## config.mk

```make
export PLATFORM = sky130hd
export DESIGN_NAME = branch_resolve
export DESIGN_NICKNAME = d
export VERILOG_FILES = /design/src/rtl/branch_resolve_pkg.sv /design/src/rtl/branch_cond_eval.sv /design/src/rtl/branch_resolve.sv
export SDC_FILE = /design/constraint.sdc
export NUM_CORES = 1
export LEC_CHECK = 0
export ABC_AREA = 1
export CORE_MARGIN = 2
export CORE_UTILIZATION = 30
export CTS_CLUSTER_SIZE = 25
export DETAILED_ROUTE_END_ITERATION = 7
export SYNTH_ARGS = -nofsm -noshare
export SYNTH_HDL_FRONTEND = slang
export SYNTH_SLANG_ARGS = --single-unit
```

## constraint.sdc

```tcl
create_clock -name clk -period 4.6 [get_ports clk]
set_input_delay 0.46 -clock clk [delete_from_list [all_inputs] [get_ports clk]]
set_output_delay 0.46 -clock clk [all_outputs]
set_load 0.05 [all_outputs]
```

## src/rtl/branch_resolve_pkg.sv

```systemverilog
// Shared definitions for the branch resolution block: condition codes,
// compare-flag bit positions and FSM state encodings.
package branch_resolve_pkg;

    localparam logic [2:0] COND_BEQ  = 3'd0;
    localparam logic [2:0] COND_BNE  = 3'd1;
    localparam logic [2:0] COND_BLT  = 3'd2;
    localparam logic [2:0] COND_BGT  = 3'd3;
    localparam logic [2:0] COND_BEQZ = 3'd4;
    localparam logic [2:0] COND_BLE  = 3'd5;
    localparam logic [2:0] COND_BGE  = 3'd6;
    localparam logic [2:0] COND_JMP  = 3'd7;

    localparam int CMP_EQ   = 4;
    localparam int CMP_NE   = 3;
    localparam int CMP_LT   = 2;
    localparam int CMP_GT   = 1;
    localparam int CMP_ZERO = 0;

    typedef enum logic [1:0] {
        ST_IDLE     = 2'd0,
        ST_REDIRECT = 2'd1,
        ST_FLUSH    = 2'd2
    } state_e;

endpackage

```

## src/rtl/branch_cond_eval.sv

```systemverilog
// Combinational evaluation of a branch condition code against the
// comparator flag bus {eq, ne, lt, gt, zero}.
module branch_cond_eval
    import branch_resolve_pkg::*;
(
    input  logic [2:0] cond_i,
    input  logic [4:0] flags_i,
    output logic       taken_o
);

    // Select the flag (or flag combination) named by the condition code
    always_comb begin
        taken_o = 1'b0;
        case (cond_i)
            COND_BEQ:  taken_o = flags_i[CMP_EQ];
            COND_BNE:  taken_o = flags_i[CMP_NE];
            COND_BLT:  taken_o = flags_i[CMP_LT];
            COND_BGT:  taken_o = flags_i[CMP_GT];
            COND_BEQZ: taken_o = flags_i[CMP_ZERO];
            COND_BLE:  taken_o = flags_i[CMP_EQ] | flags_i[CMP_LT];
            COND_BGE:  taken_o = flags_i[CMP_EQ] | flags_i[CMP_GT];
            COND_JMP:  taken_o = 1'b1;
            default:   taken_o = 1'b0;
        endcase
    end

endmodule

```

## src/rtl/branch_resolve.sv

```systemverilog
// Branch resolution: decides taken/not-taken, computes the target PC,
// redirects fetch through a valid/ready handshake and then holds flush.
module branch_resolve
    import branch_resolve_pkg::*;
#(
    parameter int PC_W         = 16,
    parameter int OFF_W        = 8,
    parameter int FLUSH_CYCLES = 2,
    parameter int CNT_W        = 16
) (
    input  logic             clk,
    input  logic             rst,
    input  logic             br_valid,
    output logic             br_ready,
    input  logic [2:0]       br_cond,
    input  logic [PC_W-1:0]  br_pc,
    input  logic [OFF_W-1:0] br_offset,
    input  logic [4:0]       compare_in,
    output logic             resolved_valid,
    output logic             resolved_taken,
    output logic             redirect_valid,
    input  logic             redirect_ready,
    output logic [PC_W-1:0]  redirect_pc,
    output logic             flush,
    output logic [CNT_W-1:0] taken_count
);

    localparam int FC_W = (FLUSH_CYCLES > 1) ? $clog2(FLUSH_CYCLES) : 1;

    state_e           state_q;
    logic             br_ready_q;
    logic             resolved_valid_q;
    logic             resolved_taken_q;
    logic             redirect_valid_q;
    logic [PC_W-1:0]  redirect_pc_q;
    logic             flush_q;
    logic [CNT_W-1:0] taken_count_q;
    logic [FC_W-1:0]  flush_cnt_q;

    logic             taken_s;
    logic [PC_W-1:0]  target_s;
    logic [CNT_W-1:0] taken_count_d;

    branch_cond_eval u_cond_eval (
        .cond_i  (br_cond),
        .flags_i (compare_in),
        .taken_o (taken_s)
    );

    // Offset is relative to the instruction after the branch; the sum wraps
    assign target_s = br_pc + PC_W'(1)
                    + {{(PC_W-OFF_W){br_offset[OFF_W-1]}}, br_offset};

    assign taken_count_d = (taken_count_q == '1) ? taken_count_q
                                                 : taken_count_q + CNT_W'(1);

    // Resolution FSM with all outputs held in registers
    always_ff @(posedge clk) begin
        if (rst) begin
            state_q          <= ST_IDLE;
            br_ready_q       <= 1'b1;
            resolved_valid_q <= 1'b0;
            resolved_taken_q <= 1'b0;
            redirect_valid_q <= 1'b0;
            redirect_pc_q    <= '0;
            flush_q          <= 1'b0;
            taken_count_q    <= '0;
            flush_cnt_q      <= '0;
        end else begin
            resolved_valid_q <= 1'b0;
            case (state_q)
                ST_IDLE: begin
                    if (br_valid) begin
                        resolved_valid_q <= 1'b1;
                        resolved_taken_q <= taken_s;
                        if (taken_s) begin
                            state_q          <= ST_REDIRECT;
                            br_ready_q       <= 1'b0;
                            redirect_valid_q <= 1'b1;
                            redirect_pc_q    <= target_s;
                            flush_q          <= 1'b1;
                            taken_count_q    <= taken_count_d;
                        end
                    end
                end
                ST_REDIRECT: begin
                    if (redirect_ready) begin
                        state_q          <= ST_FLUSH;
                        redirect_valid_q <= 1'b0;
                        flush_cnt_q      <= FC_W'(FLUSH_CYCLES - 1);
                    end
                end
                ST_FLUSH: begin
                    if (flush_cnt_q == '0) begin
                        state_q    <= ST_IDLE;
                        br_ready_q <= 1'b1;
                        flush_q    <= 1'b0;
                    end else begin
                        flush_cnt_q <= flush_cnt_q - FC_W'(1);
                    end
                end
                default: begin
                    state_q          <= ST_IDLE;
                    br_ready_q       <= 1'b1;
                    redirect_valid_q <= 1'b0;
                    flush_q          <= 1'b0;
                end
            endcase
        end
    end

    assign br_ready       = br_ready_q;
    assign resolved_valid = resolved_valid_q;
    assign resolved_taken = resolved_taken_q;
    assign redirect_valid = redirect_valid_q;
    assign redirect_pc    = redirect_pc_q;
    assign flush          = flush_q;
    assign taken_count    = taken_count_q;

endmodule

```

# Word-level counts from Yosys, hierarchy flattened
# Index checks and enable logic that the tools add are counted.
[totals] regBits=40
[classes] addsub=4 eq_ne=14 muxes=20 bitwise=6 n_reduce_logical=11
[ops] operator="adder 16 x 1 -> 16 bit (second input constant)" n=2
[ops] operator="adder 16 bit" n=1
[ops] operator="== test 16 bit (second input constant)" n=1
[ops] operator="AND reduction 4 bit" n=4
[ops] operator="== test 3 bit (second input constant)" n=4
[ops] operator="two-way mux 1 bit" n=10
[ops] operator="one-hot mux 1 bit (3 select lines)" n=3
[ops] operator="two-way mux 2 bit" n=4
[ops] operator="inequality test 2 bit (second input constant)" n=4
[ops] operator="one-hot mux 1 bit (8 select lines)" n=1
[ops] operator="== test 3 x 2 -> 1 bit (second input constant)" n=2
[ops] operator="one-hot mux 2 bit (3 select lines)" n=1
[ops] operator="NOT 1 bit" n=4
[ops] operator="AND reduction 2 bit" n=2
[ops] operator="== test 3 x 1 -> 1 bit (second input constant)" n=1
[ops] operator="zero test 3 bit" n=1
[ops] operator="AND reduction 3 bit" n=1
[ops] operator="== test 2 x 1 -> 1 bit (second input constant)" n=1
[ops] operator="== test 2 bit (second input constant)" n=1
[ops] operator="zero test 2 bit" n=1
[ops] operator="bitwise OR 1 bit" n=2
[ops] operator="one-hot mux 1 bit (2 select lines)" n=1
[ops] operator="nonzero test 2 bit" n=1
[ops] operator="OR reduction 2 bit" n=1
[ops] operator="subtractor 1 bit (second input constant)" n=1

# Logic depth before layout (Yosys ltp)
# Gate-level depths: netlist of run 1.
[depth] depth_word=5 ltp_mapped=13

# Cells and area by module
# Synthesis of run 1 repeated with hierarchy kept, for this count alone.
[hier_totals] cells_unflattened=473 hier_area_um2=2866.5
[modules_own_cells] module="branch_resolve" instances=1 cells_each=451 area_each_um2=2775.2 seq_area_each_um2=800.8
[modules_own_cells] module="branch_cond_eval" instances=1 cells_each=22 area_each_um2=91.3 seq_area_each_um2=0.0

# Worst setup path after synthesis of run 1
# Ideal clock, no wire load.
[synth_timing] kind="register to register" startpoint="reg taken_count_q[1] (netlist: taken_count[1])" endpoint="reg taken_count_q[5] (netlist: taken_count[5])" setup_time_ns=0.132 arrival_ns=1.781 slack_ns=2.687 path_stages_with_launch=8 path_buffers=1 cell_sequence="dfxtp_1 -> ha_1 -> nand3_1 -> nor3_2 -> nand4_4 -> clkbuf_1 -> nand4_1 -> a21oi_1"
[synth_via] elab_chain_len=3 word_cells_on_any_way=4
[synth_rtl] item="start, declared" line="branch_resolve.sv:37" rtl="logic [CNT_W-1:0] taken_count_q;"
[synth_rtl] item="start signal, assigned" line="branch_resolve.sv:82" rtl="taken_count_q <= taken_count_d;"
[synth_rtl] item="branches (longest 3 deep; another with adder 16 x 1 -> 16 bit)"
# Parallel ways; which one is timed is not known.
# A chain may end at the register's enable or synchronous reset.

# Worst setup path after layout of run 1
[layout_timing] startpoint="in br_offset[7]" endpoint="reg redirect_pc_q[14] (netlist: redirect_pc[14])"
[layout_via] elab_chain_len=1
[layout_rtl] item="start, declared" line="branch_resolve.sv:17" rtl="input logic [OFF_W-1:0] br_offset,"
[layout_rtl] item="adder 16 bit" line="branch_resolve.sv:52" rtl="+ {{(PC_W-OFF_W){br_offset[OFF_W-1]}}, br_offset};"
[layout_rtl] item="end signal, assigned" line="branch_resolve.sv:80" rtl="redirect_pc_q <= target_s;"
[layout_rtl] item="end, declared" line="branch_resolve.sv:35" rtl="logic [PC_W-1:0] redirect_pc_q;"
# No other way between the ends.

==> metrics.md, run 1 <==
| Metric | Value |
|---|---|
| Slowest cell on crit path | `clkdlybuf4s50_1` |
| Final WL | `7244 um` |
| Initial antenna violation count | `0` |
| Gpl congestion | `0.8886` |
| # H-tree levels | `2` |
| CTS Sinks | `40` |
| Worst reg-to-reg setup slack | `2740 ps` |
| DRC | `0` |
| Metal-1 WL | `3376 um` |
| Post-synthesis adder-cell area fraction | `7.808%` |
| Clk buf depth | `2` |
| Power per cell area | `274.1 nW/um^2` |
| Area fraction in compound gates after synthesis | `13.58%` |
| Fin crit share | `47.29%` |
| Share of cells above drive strength 1 | `3.770%` |
| Critical path launch point type | `primary input` |
| Clock Pin Slew Worst Setup and Hold Paths | `70 ps` |
| Crit path top cell by count | `a21oi_1` |
| HP Class | `flip-flop to flip-flop` |
| Sequential area share after synthesis | `28.39%` |
| Post-CTS setup buffers | `0` |
| DR top layer | `met4` |
| Post-route minimum period | `2175 ps` |
| Leakage | `1.597 nW` |
| Hold_sp | `redirect_valid$_SDFFE_PP0P_` |
| Multi-input logic area | `1747 sq um` |
| R2r worst-path depth | `6` |
| CTS tree | `yes` |
| DR WL met3 | `341 um` |
| Crit Path Max Fanout | `9` |
| Max Transition Viols Final | `0` |
| Critical R2R Capture | `redirect_pc[0]$_SDFFE_PP0P_` |
| CP startpoint | `br_offset[7]` |
| Post-Route Setup TNS | `0 ps` |
| Clock Skew | `7.034 ps` |
| Setup violations, final | `0` |
| First-pass GRT wire length | `12230 um` |
| XOR/XNOR Fraction of Synth Area | `4.969%` |
| Final ANT Viol Nets | `0` |
| CTS Hold Bufs | `0` |
| Hold path depth | `2` |
| Final Non-Filler Cells | `615` |
| Yosys warning total | `0` |
| Die Footprint | `10190 sq um` |
| Cell variety after synth | `29` |
| Overflow after GRT | `0` |
| Die X | `101.0 um` |
| Clock Tree Root | `clkbuf_8` |
| Post-CTS sizing | `0` |
| # IOs | `73` |
| Filler Cell Count | `1005` |
| Crit end category | `flip-flop` |
| Diodes inserted | `0` |
| IO Port Bufs | `72` |
| Syn Area/Cell | `6.498 sq um` |
| Max cap viols | `0` |
| Worst-path cell chain | `clkdlybuf4s50_1, ha_1, a21oi_1, o21ai_0, a21oi_1, nand3_1, a21oi_1, nor2_1` |
| Number of global-route vias before repair | `2753` |
| Largest net degree at the start of global routing | `32` |
| Number of flops mapped to enable cells by yosys | `0` |
| Placed cell count | `607` |
| CP Capture Point | `redirect_pc[14]$_SDFFE_PP0P_` |
| Worst path max stage delay | `670 ps` |
| Synth Flop Type | `dfxtp_1` |
| Synth async-reset ratio | `0%` |
| Commonest non-fill, non-tap cell in the layout | `nand2_1` |
| Mux contribution to synthesized area | `0%` |
| Final net count | `556` |
| WP data arrival | `2360 ps` |
| Initial DRC Count | `71` |
| Vias | `2957` |
| Wire length on met2 | `3402 um` |
| Largest family of logic cells by synthesized area | `simple AND/OR/NAND/NOR gates` |
| Simple-Gate Fraction of Synth Area | `35.58%` |
| Synth Cell Area | `2820 sq um` |
| Die Y | `101.0 um` |
| Worst skew pair latency | `290 ps` |
| Crit path kind | `primary input to flip-flop` |
| Avg WL per Cell | `11.78 um` |
| HPWL Detailed | `5543 um` |
| Storage cell area | `800.8 sq um` |
| Total GRT Usage | `14.56%` |
| Worst r2r src | `state_q[1]$_SDFFE_PP0P_` |
| Headroom to the max-slew limit | `65.27%` |
| Worst Tran Pin Value | `519.3 ps` |
| Final Hold Vio Count | `0` |
| Area Overhead vs Synth | `32.61%` |
| Pre-antenna DRT Iters | `4` |
| Row count | `35` |
| Initial core utilization | `30.67%` |
| TritonCTS Buffers | `5` |
| Synth Net Count | `487` |
| RSZ-0062 raised after global routing | `no` |
| DR vias/cell | `4.808` |
| Core area | `9196 sq um` |
| FF+latch count, synth | `40` |
| Most frequent cells in the layout | `nand2_1 (122), clkdlybuf4s50_1 (72), a21oi_1 (55), inv_1 (50), dfxtp_1 (40)` |
| Outcome | `finished, final reports clean` |
| Worst VDD drop | `0.0001143 V` |
| Post-Synthesis Cells | `434` |
| Max Fclk | `459.7 MHz` |
| Power, Total | `1.025 mW` |
| WP data required | `4790 ps` |
[area by class of cell]
cell class | instances | area share, %
Inverter | 53 | 5.320
Tap cell | 111 | 3.714
Multi-Input combinational cell | 330 | 46.70
Clock inverter | 1 | 0.8029
Sequential cell | 40 | 21.41
Clock buffer | 7 | 2.576
Timing Repair Buffer | 73 | 19.47
[worst min-delay path by stage]
stage	slack, ps	end
after CTS	450	redirect_valid$_SDFFE_PP0P_
after floorplan	460	flush_cnt_q$_SDFFE_PP0P_
after global placement	440	redirect_valid$_SDFFE_PP0P_
after detailed placement	440	redirect_valid$_SDFFE_PP0P_
final	450	redirect_valid$_SDFFE_PP0P_
after global routing	480	redirect_valid$_SDFFE_PP0P_
[synthesized netlist by cell type (4+ instances only)]
cell	n	area, sq um
a21oi_1	55	275.3
clkbuf_1	4	15.01
dfxtp_1	40	800.8
ha_1	16	200.2
inv_1	50	187.7
nand2_1	122	457.9
nand3_1	29	145.1
nand4_1	22	137.6
nor2_1	37	138.9
o21a_1	4	30.03
o21ai_0	14	70.07
xor2_1	14	122.6
[where the power goes]
group / internal [mW] / switching [mW] / total [mW]
registers: 0.368 / 0.0135 / 0.381
clock network: 0.191 / 0.123 / 0.314
logic: 0.121 / 0.208 / 0.330
total: 0.681 / 0.344 / 1.03
[worst max-delay path, delay by kind of cell]
kind | cells | cell delay (ps)
compound gates | 4 | 760
fa+ha+maj | 1 | 340
simple gates | 2 | 140
buf+inv | 1 | 670
[routing by layer]
metal	global-route usage [%]	vias to the layer above
met5	0	-
met2	25.13	68
li1	-	1567
met4	4.782	0
met3	2.705	10
met1	18.25	1312
[sequential cells by signal, indices dropped and copies added (netlist names)]
signal,cells
br_ready,1
redirect_valid,1
resolved_valid,1
taken_count,16
flush_cnt_q,1
flush,1
redirect_pc,16
resolved_taken,1
state_q,2
[cell families after synthesis]
| family | after synthesis |
|---|---|
| DFF | 40 |
| xor gates and xnor gates | 16 |
| adders and majority gates | 17 |
| buffers and inverters | 64 |
| and+or+nand+nor | 223 |
| AOI/OAI and AO/OA | 74 |
[per-stage QoR]
stage,utilization (%),instance area [sq um],setup slack [ps],hold WS (ps)
after floorplan,-,2820,2687,463.2
after global placement,39.29,3613,2142,438.9
after detailed placement,39.29,3613,2126,442.1
after CTS,40.67,3740,2429,453.7
after global routing,40.67,3740,2182,481.6
final,40.67,3740,2425,448.7
Note: power is estimated with default switching activity, not from simulation.
==> inputs of run 2 (changes only) <==
==> constraint.sdc (replaced) <==
create_clock -name clk -period 2 [get_ports clk]
set_input_delay 0.2 -clock clk [delete_from_list [all_inputs] [get_ports clk]]
set_output_delay 0.2 -clock clk [all_outputs]
set_load 0.05 [all_outputs]
==> run 2 against run 1 <==
  * Combinational power is 150% higher
  * Critical path depth is 7 lower
  * Clock power is 110% higher
  * Sequential share of layout area is 0.69 points lower
  * Design area is 3.3% higher
  * Largest cell class unchanged
  * Total power is 130% higher
  * Sequential power is 130% higher
  * Utilization is 1.3 points higher
==> metrics.md, run 2 (synthesis results as in run 1) <==
| Metric | Value |
|---|---|
| Outcome | `finished, final reports clean` |
| CTS Sinks | `40 (unchanged)` |
| Area Overhead vs Synth | `37.00%` |
| # IOs | `73 (unchanged)` |
| Share of cells above drive strength 1 | `7.075% (+3.3 points)` |
| CTS Hold Bufs | `0 (unchanged)` |
| TritonCTS Buffers | `5 (unchanged)` |
| DR vias/cell | `4.703 (-2.2%)` |
| Core Util, Final | `42.01% (+1.3 points)` |
| Clock Tree Root | `clkbuf_8` |
| Final ANT Viol Nets | `0 (unchanged)` |
| Largest net degree at the start of global routing | `31 (-3.1%)` |
| Most frequent cells in the layout | `nand2_1 (122), clkdlybuf4s50_1 (72), a21oi_1 (55), inv_1 (50), dfxtp_1 (40)` |
| Post-route minimum period | `1815 ps` |
| DRC | `0 (unchanged)` |
| Crit Path Max Fanout | `7 (-2)` |
| Placed cell count | `626 (+3.1%)` |
| WP data required | `1800 ps (-2990 ps)` |
| Worst path max stage delay | `850 ps (+180 ps)` |
| IO Port Bufs | `72 (unchanged)` |
| Die Y | `101.0 um (unchanged)` |
| Leakage | `1.677 nW (+5.0%)` |
| Filler Cell Count | `988 (-1.7%)` |
| Internal power | `1.535 mW (+130%)` |
| Final WL | `7566 um (+4.4%)` |
| Avg WL per Cell | `11.93 um (+1.3%)` |
| CP Buf/Inv Count | `1 (unchanged)` |
| Clock share of power | `28.2% (-2.4 points)` |
| Headroom to the max-slew limit | `65.43% (+0.16 points)` |
| Fin crit share | `90.73%` |
| Worst reg-to-reg setup slack | `330 ps (-2410 ps)` |
| Overflow after GRT | `0 (unchanged)` |
| Worst Tran Pin Value | `516.9 ps (-2.443 ps)` |
| Worst path top cell family by delay | `buffers and inverters` |
| Clk buf depth | `2 (unchanged)` |
| Setup violations, final | `0 (unchanged)` |
| Psw | `0.8129 mW (+140%)` |
| First-pass GRT wire length | `12990 um (+6.2%)` |
| Row count | `35 (unchanged)` |
| Gpl congestion | `0.9221 (+3.8%)` |
| RSZ-0062 raised after global routing | `no` |
| Register share of total power | `37.4% (+0.2 points)` |
| R2r worst-path depth | `7 (+1)` |
| Diodes inserted | `0 (unchanged)` |
| Worst r2r src | `taken_count[0]$_SDFFE_PP0P_` |
| Clock Skew | `6.021 ps (-1.013 ps)` |
| Worst skew pair latency | `290 ps (about the same)` |
| WP data arrival | `1610 ps (-750 ps)` |
| Worst-path cell chain | `clkdlybuf4s50_1` |
| Vias | `2982 (+0.85%)` |
| HPWL Detailed | `5868 um (+5.9%)` |
| Total GRT Usage | `15.51% (+0.95 points)` |
| # H-tree levels | `2 (unchanged)` |
| Pre-antenna DRT Iters | `5 (+1)` |
| Crit end category | `output port` |
| Max Transition Viols Final | `0 (unchanged)` |
| Crit path kind | `flip-flop to output port` |
| Final net count | `575 (+3.4%)` |
| Critical path launch point type | `flip-flop` |
| CP Capture Point | `taken_count[2]` |
| Switching Share | `34.62% (+1.0 points)` |
| Post-CTS sizing | `0 (unchanged)` |
| Post-CTS setup buffers | `0 (unchanged)` |
| Initial core utilization | `30.67% (unchanged)` |
| Critical Path Stages | `1 (-7)` |
| Die Footprint | `10190 sq um (unchanged)` |
| Initial DRC Count | `80 (+13%)` |
| Final Non-Filler Cells | `634 (+3.1%)` |
| Die X | `101.0 um (unchanged)` |
| Core area | `9196 sq um (unchanged)` |
| CP startpoint | `taken_count[2]$_SDFFE_PP0P_` |
| Max Fclk | `551.1 MHz` |
| Power per cell area | `607.7 nW/um^2 (+120%)` |
| Comb power frac | `34.4% (+2.2 points)` |
| Worst VDD drop | `0.0002508 V (+120%)` |
| Commonest non-fill, non-tap cell in the layout | `nand2_1` |
| Slowest cell on crit path | `clkdlybuf4s50_1` |
| Final Hold Vio Count | `0 (unchanged)` |
| Max cap viols | `0 (unchanged)` |
| Initial antenna violation count | `0 (unchanged)` |
| HP Class | `flip-flop to flip-flop` |
| Post-Route Setup TNS | `0 ps (unchanged)` |
| Number of global-route vias before repair | `2951 (+7.2%)` |
| Clock Pin Slew Worst Setup and Hold Paths | `80 ps (about the same)` |
| CTS tree | `yes` |
| Critical R2R Capture | `taken_count[15]$_SDFFE_PP0P_` |
run 2: changes by cell type in the layout (fill, tap and decap cells not counted), sizes merged:
cell,before,now
clkinv,1,2
clkbuf,7,6
buf,1,20
run 2: stage by stage:
step                      power [mW]  worst slack (ps)  hold WS, ps  area [sq um]
after CTS                      2.378             170.3        460.9          3864
after global placement         1.701            -54.78        439.6          3756
after global routing           2.504             43.14        486.3          3864
final                          2.348             185.3        453.4          3864
after detailed placement       1.710            -99.48        449.3          3756
after floorplan                1.418             86.55        365.3          2820
run 2: power groups by stage:
stage	sequential [mW]	clock (mW)	combinational [mW]
6_report	0.878	0.661	0.809
3_5_place_dp	0.898	0	0.812
2_1_floorplan	1.05	0	0.366
3_3_place_gp	0.898	0	0.803
4_1_cts	0.880	0.683	0.815
5_1_grt	0.885	0.724	0.895
run 2: final cells by class:
cell class	count	area [sq um]	area share, %
multi-input combinational	330	1747	45.21
timing repair buffer	92	870.8	22.54
sequential	40	800.8	20.73
inverter	53	198.9	5.149
tap	111	138.9	3.595
clock buffer	6	72.57	1.878
clock inverter	2	35.03	0.9067
run 2: layer usage:
| layer | vias to the layer above | GRT usage, % | share of wire (%) |
|---|---|---|---|
| met4 | 0 | 4.782 | 1.5 |
| met1 | 1314 | 18.49 | 47 |
| met2 | 61 | 28.36 | 48 |
| met5 | - | 0 | 0 |
| li1 | 1597 | - | - |
| met3 | 10 | 2.497 | 3.8 |
run 2: how the worst min path moves through the flow:
stage,start,to,slack (ps),cells past startpoint
floorplan,redirect_ready,state_q[1]$_SDFFE_PP0P_,370,2
global placement,redirect_valid$_SDFFE_PP0P_,redirect_valid$_SDFFE_PP0P_,440,2
detailed placement,redirect_valid$_SDFFE_PP0P_,redirect_valid$_SDFFE_PP0P_,450,2
CTS,redirect_valid$_SDFFE_PP0P_,redirect_valid$_SDFFE_PP0P_,460,2
global route,br_ready$_SDFFE_PP1P_,br_ready$_SDFFE_PP1P_,490,2
finish,redirect_valid$_SDFFE_PP0P_,redirect_valid$_SDFFE_PP0P_,450,2
